File: src/rtl/mem_if.sv
// Cache-to-memory line transfer bus between the cache controller (master)
// and the backing-store responder (slave).
interface mem_if;
  logic [8:0] addr_mem;
  logic       rd_mem;
  logic       wr_mem;
  logic [7:0] wdata_mem;
  logic [7:0] rdata_mem;
  logic       rvalid_mem;
  logic       ready_mem;

  modport master (
    output addr_mem, rd_mem, wr_mem, wdata_mem,
    input  rdata_mem, rvalid_mem, ready_mem
  );

  modport slave (
    input  addr_mem, rd_mem, wr_mem, wdata_mem,
    output rdata_mem, rvalid_mem, ready_mem
  );
endinterface

File: src/rtl/mem_responder.sv
// Backing-store model for a 4-byte-line cache: 512 x 8 array serving line
// fills after a fixed latency and absorbing 4-beat line writebacks.
module mem_responder #(
  parameter int unsigned LATENCY = 3
) (
  input  logic  clock,
  input  logic  reset,
  mem_if.slave  bus
);

  typedef enum logic [2:0] {IDLE, RD_WAIT, RD_BURST, WR_BURST, WR_WAIT} state_t;
  typedef logic [7:0] mem_t [512];

  localparam logic [3:0] LAT = 4'(LATENCY);

  function automatic mem_t init_image();
    mem_t img;
    for (int a = 0; a < 512; a++) img[a] = 8'(a);
    return img;
  endfunction

  mem_t       mem = init_image();
  state_t     state;
  logic [3:0] lat_cnt;
  logic [1:0] beat;
  logic [6:0] base;
  logic       ready;
  logic       rvalid;
  logic [7:0] rdata;
  logic       we;
  logic [8:0] waddr;
  logic       unused_offset;

  assign bus.ready_mem  = ready;
  assign bus.rvalid_mem = rvalid;
  assign bus.rdata_mem  = rdata;
  assign unused_offset  = ^bus.addr_mem[1:0];

  // Beat 0 of a writeback lands in the array at the acceptance edge itself.
  always_comb begin
    // NOTE: every always_comb output gets a default first so no latch is inferred.
    we    = 1'b0;
    waddr = '0;
    if (!reset) begin
      if (state == IDLE && bus.wr_mem) begin
        we    = 1'b1;
        waddr = {bus.addr_mem[8:2], 2'b00};
      end else if (state == WR_BURST) begin
        we    = 1'b1;
        waddr = {base, beat};
      end
    end
  end

  // NOTE: the array has no reset; contents survive reset, so only clock it.
  always_ff @(posedge clock) begin
    if (we) mem[waddr] <= bus.wdata_mem;
  end

  // NOTE: sequential state uses non-blocking assignments only.
  always_ff @(posedge clock or posedge reset) begin
    if (reset) begin
      state   <= IDLE;
      ready   <= 1'b1;
      rvalid  <= 1'b0;
      rdata   <= 8'h00;
      lat_cnt <= '0;
      beat    <= '0;
      base    <= '0;
    end else begin
      case (state)
        IDLE: begin
          if (bus.wr_mem) begin
            base  <= bus.addr_mem[8:2];
            beat  <= 2'd1;
            ready <= 1'b0;
            state <= WR_BURST;
          end else if (bus.rd_mem) begin
            base    <= bus.addr_mem[8:2];
            beat    <= 2'd0;
            lat_cnt <= LAT;
            ready   <= 1'b0;
            state   <= RD_WAIT;
          end
        end
        RD_WAIT: begin
          if (lat_cnt == 4'd0) begin
            rvalid <= 1'b1;
            rdata  <= mem[{base, beat}];
            beat   <= beat + 2'd1;
            state  <= RD_BURST;
          end else begin
            lat_cnt <= lat_cnt - 4'd1;
          end
        end
        RD_BURST: begin
          // The 2-bit beat index wraps to 0 once beat 3 has been issued.
          if (beat == 2'd0) begin
            rvalid <= 1'b0;
            ready  <= 1'b1;
            state  <= IDLE;
          end else begin
            rdata <= mem[{base, beat}];
            beat  <= beat + 2'd1;
          end
        end
        WR_BURST: begin
          beat <= beat + 2'd1;
          if (beat == 2'd3) begin
            lat_cnt <= LAT;
            state   <= WR_WAIT;
          end
        end
        WR_WAIT: begin
          if (lat_cnt == 4'd0) begin
            ready <= 1'b1;
            state <= IDLE;
          end else begin
            lat_cnt <= lat_cnt - 4'd1;
          end
        end
        default: state <= IDLE;
      endcase
    end
  end

endmodule

File: src/flat_wrapper.sv
// flat-port wrapper written by rule: the top's interface ports become plain ports
module mem_responder_flat 
#(
  parameter int unsigned LATENCY = 3
)
  (clock, reset, bus_addr_mem, bus_rd_mem, bus_wr_mem, bus_wdata_mem, bus_rdata_mem, bus_rvalid_mem, bus_ready_mem);
  mem_if bus_i ();
  input  logic clock;
  input  logic reset;
  input wire logic [$bits(bus_i.addr_mem)-1:0] bus_addr_mem;
  input wire logic [$bits(bus_i.rd_mem)-1:0] bus_rd_mem;
  input wire logic [$bits(bus_i.wr_mem)-1:0] bus_wr_mem;
  input wire logic [$bits(bus_i.wdata_mem)-1:0] bus_wdata_mem;
  output wire logic [$bits(bus_i.rdata_mem)-1:0] bus_rdata_mem;
  output wire logic [$bits(bus_i.rvalid_mem)-1:0] bus_rvalid_mem;
  output wire logic [$bits(bus_i.ready_mem)-1:0] bus_ready_mem;
  assign bus_i.addr_mem = bus_addr_mem;
  assign bus_i.rd_mem = bus_rd_mem;
  assign bus_i.wr_mem = bus_wr_mem;
  assign bus_i.wdata_mem = bus_wdata_mem;
  assign bus_rdata_mem = bus_i.rdata_mem;
  assign bus_rvalid_mem = bus_i.rvalid_mem;
  assign bus_ready_mem = bus_i.ready_mem;
  mem_responder #(.LATENCY(LATENCY)) u_core (.clock(clock), .reset(reset), .bus(bus_i));
endmodule
File: config.mk
export PLATFORM = sky130hd
export DESIGN_NAME = mem_responder_flat
export DESIGN_NICKNAME = d
export VERILOG_FILES = /design/src/rtl/mem_if.sv /design/src/rtl/mem_responder.sv /design/src/flat_wrapper.sv
export SDC_FILE = /design/constraint.sdc
export NUM_CORES = 2
export LEC_CHECK = 0
export BUFFER_PORTS_ARGS = -buffer_cell sky130_fd_sc_hd__clkbuf_2
export CORE_UTILIZATION = 40
export DETAILED_ROUTE_END_ITERATION = 10
export MAX_ROUTING_LAYER = met4
export PLACE_DENSITY_LB_ADDON = 0.2
export SLEW_MARGIN = 20
export SYNTH_ARGS = -nofsm -noshare
export SYNTH_HDL_FRONTEND = slang
export SYNTH_SLANG_ARGS = --single-unit
File: constraint.sdc
create_clock -name clock -period 4.1 [get_ports clock]
set_input_delay 0 -clock clock [delete_from_list [all_inputs] [get_ports clock]]
set_output_delay 0 -clock clock [all_outputs]
set_load 0.01 [all_outputs]
==> flow_summary.yaml <==
status:
  outcome: "complete, no violations"
synthesis:
  syn-cell-area_mm2: 0.160
  ys.flop_type: "edfxtp_1"
  syn_avg_cell_area_um2: 21.0
  synth_edf_count: 4096
  ys_seq_area_share_pct: 77.3
  syn_inst: 7610
  syn-num-nets: 7634
  synth_warnings: 0
  synth_seq_cells: 4122
  ys_async_sr_fraction_pct: 0.631
  ys_types: 70
die:
  fp.dieH_um: 634
  ios: 31
  initial_core_util_pct: 40.3
  die_x_um: 634
  dieArea_mm2: 0.402
  core_area_mm2: 0.397
  rows: 231
power_and_ir_drop:
  p_leak_nw: 60.2
  powerDensity_mw_per_mm2: 658
  ir_drop_v: 0.000540
timing:
  finalCritPeriodShare_pct: 97.5
  fin_skew_ns: 0.0655
  tightest_slew_ns: 1.21
  rsz0062_at_grt: "false"
  setup_viol: 0
  final.min_clock_period_ns: 4.00
  max_slew_margin_pct: 18.7
  setup_slack_ns: 0.102
  finalMaxSlewViolations: 0
  fin_setup_tns_ns: 0
  max_freq_ghz: 0.250
  hold_viol: 0
layout:
  register_area_mm2: 0.124
  multi_input_area_mm2: 0.0339
  fin_area_mm2: 0.188
  final_util_pct: 47.4
  fin_cells: 14300
  syn_to_final_growth_pct: 17.6
  fillerInstances: 32700
  nets: 8696
  drive_above_1_share_pct: 30.1
placement:
  place.gp.congestion: 0.894
  dp_hpwl_mm: 317
  dp_slack_ns: -0.509
  numPlacedInstances: 13400
  place_area_mm2: 0.174
  numPortBuffers: 28
grt:
  grt_max_degree: 164
  grtUsageTotal_pct: 25.0
  antenna_found_initial: 33
  grt_pass1_wl_mm: 683
  grt.overflow.total: 0
  grt_pass1_vias: 84900
clock_tree:
  htreeDepth: 5
  ctsLongestPathBuffers: 4
  clock_sinks: 4122
  cts_tree: "built"
  cts_buffers: 428
  clk-insertion-delay-late_ns: 1.00
  cts-root-buf: "clkbuf_16"
  clkSlewWorstSetupHoldPaths_ns: 0.06
route:
  via_count: 84800
  firstDrtPassIters: 8
  drt_iter0_drc: 11100
  viasPerCell: 5.94
  drc: 0
  wire_per_inst_um: 34.6
  final_antenna_net_count: 0
  wl_mm: 494
min_path:
  hold_class: "in2reg"
  hp-start: "bus_wdata_mem[0]"
  hold_path_depth: 2
  hold_end: "u_core.mem[20][0]"
critical_path:
  crit_type: "reg2reg"
  worst_ep_arrival_time_ns: 4.90
  rrSetupSlack_ns: 0.10
  reg2reg_to: "u_core.bus.rdata_mem[2]"
  worstPathRequired_ns: 5.00
  crit_path_max_fanout: 14
  cp-start-kind: "register"
  reg2reg_depth: 10
  endpoint_kind: "register"
  rr_startpoint: "u_core.beat[1]"
run:
  maxCapViolCount: 0
==> cells in the final DEF, fill, tap and decap left out, drive strengths merged, types with 43 or more instances in the layout <==
master	n
edfxtp	4096
buf	1053
mux4	935
nor2	572
clkbuf	536
mux2i	286
nand2	212
clkinv	197
a22oi	188
o22ai	115
a21oi	114
o21ai	66
nor3	63
nand3	52
o221ai	47
bufinv	43
==> per-layer routing <==
metal	wire length (um)	part of all wire, %	up-vias	track usage [%]
li1	-	-	34000	-
met3	39900	8.1	808	3.71
met5	0	0	-	-
met2	235000	48	4116	39.0
met1	199000	40	45900	33.8
met4	20000	4.0	0	8.80
==> worst max-delay path by stage <==
stage	start	end	slack, ns	depth (start not counted)
final	u_core.beat[1]	u_core.bus.rdata_mem[2]	0.10	10
after floorplan	u_core.beat[0]	u_core.bus.rdata_mem[2]	0.75	15
after global placement	u_core.beat[0]	u_core.bus.rdata_mem[6]	-1.33	9
after CTS	u_core.beat[1]	u_core.bus.rdata_mem[2]	0.10	10
after detailed placement	u_core.beat[0]	u_core.bus.rdata_mem[3]	-0.51	8
after global routing	u_core.beat[0]	u_core.bus.rdata_mem[3]	0.05	10
==> layout make-up <==
| type | instances | share of cell area, % |
|---|---|---|
| repair buffers | 1110 | 5.31 |
| flip-flops and latches | 4122 | 65.8 |
| diodes | 17 | 0.0226 |
| clock buffers | 516 | 5.93 |
| clock inverters | 273 | 1.43 |
| multi-input cells | 2992 | 18.0 |
| well taps | 5242 | 3.49 |
| inverters | 18 | 0.0399 |
==> flip-flops by register name, indices dropped and copies added (netlist names) <==
signal / cells
u_core.beat: 2
u_core.bus.ready_mem: 1
u_core.bus.rdata_mem: 8
u_core.state: 3
u_core.base: 7
u_core.mem: 4096
u_core.lat_cnt: 4
u_core.bus.rvalid_mem: 1
==> stage by stage <==
step                      hold slack, ns  power, W
final                             0.0372     0.124
after CTS                        0.00941     0.124
after detailed placement           0.282    0.0856
after global routing              0.0396     0.127
after global placement             0.281    0.0855
after floorplan                   0.0989    0.0679
==> timing repair <==
action | CTS | global route
pin swaps | 0 | 0
endpoints found under the hold margin | 2496 | 0
endpoints found under the setup margin | 5 | 8
gates resized for setup | 5 | 1
setup buffers | 8 | 0
cloned | 0 | 0
hold buffers | 37 | 0
==> cell usage after synthesis, types with 39 or more instances <==
cell      count  area [um^2]
a21oi_1     114          571
o21ai_0      63          315
nand3_1      52          260
o22ai_1     115          719
nor3_1       63          315
edfxtp_1   4096       123000
buf_6        39          439
buf_4        71          533
nand2_1     211          792
clkbuf_1    163          612
buf_2       174          871
o221ai_1     47          412
mux4_2      926        20900
a22oi_1     188         1410
mux2i_1     286         2860
nor2_1      572         2150
==> where the power goes <==
group | switching (W) | internal [W] | total (W)
logic | 0.0233 | 0.0147 | 0.0380
clock network | 0.0166 | 0.0221 | 0.0387
registers | 0.000573 | 0.0465 | 0.0471
==> worst max-delay path: stages, from the launching register on <==
cell and delay [ns]:
dfrtp_4 0.58, buf_12 0.22, buf_12 0.17, nand2b_2 0.43
buf_12 0.30, o221ai_1 0.39, o22ai_1 0.15, a21oi_1 0.49
o211ai_1 0.49, or3_1 0.48, o211ai_1 0.18
==> cells by family (layout without fill, tap and decap cells) <==
kind of cell	after synthesis	after routing	share of synthesized area [%]
adders and majority gates	3	3	0.0235
and+or+nand+nor	1049	1049	2.82
xor gates and xnor gates	1	1	0.00548
AOI/OAI and AO/OA	696	696	3.00
buffers and inverters	496	1917	1.71
DFF	4122	4122	77.3
other	0	17	0
muxes	1243	1243	15.1
No activity file was read; power rests on OpenSTA's default activity.
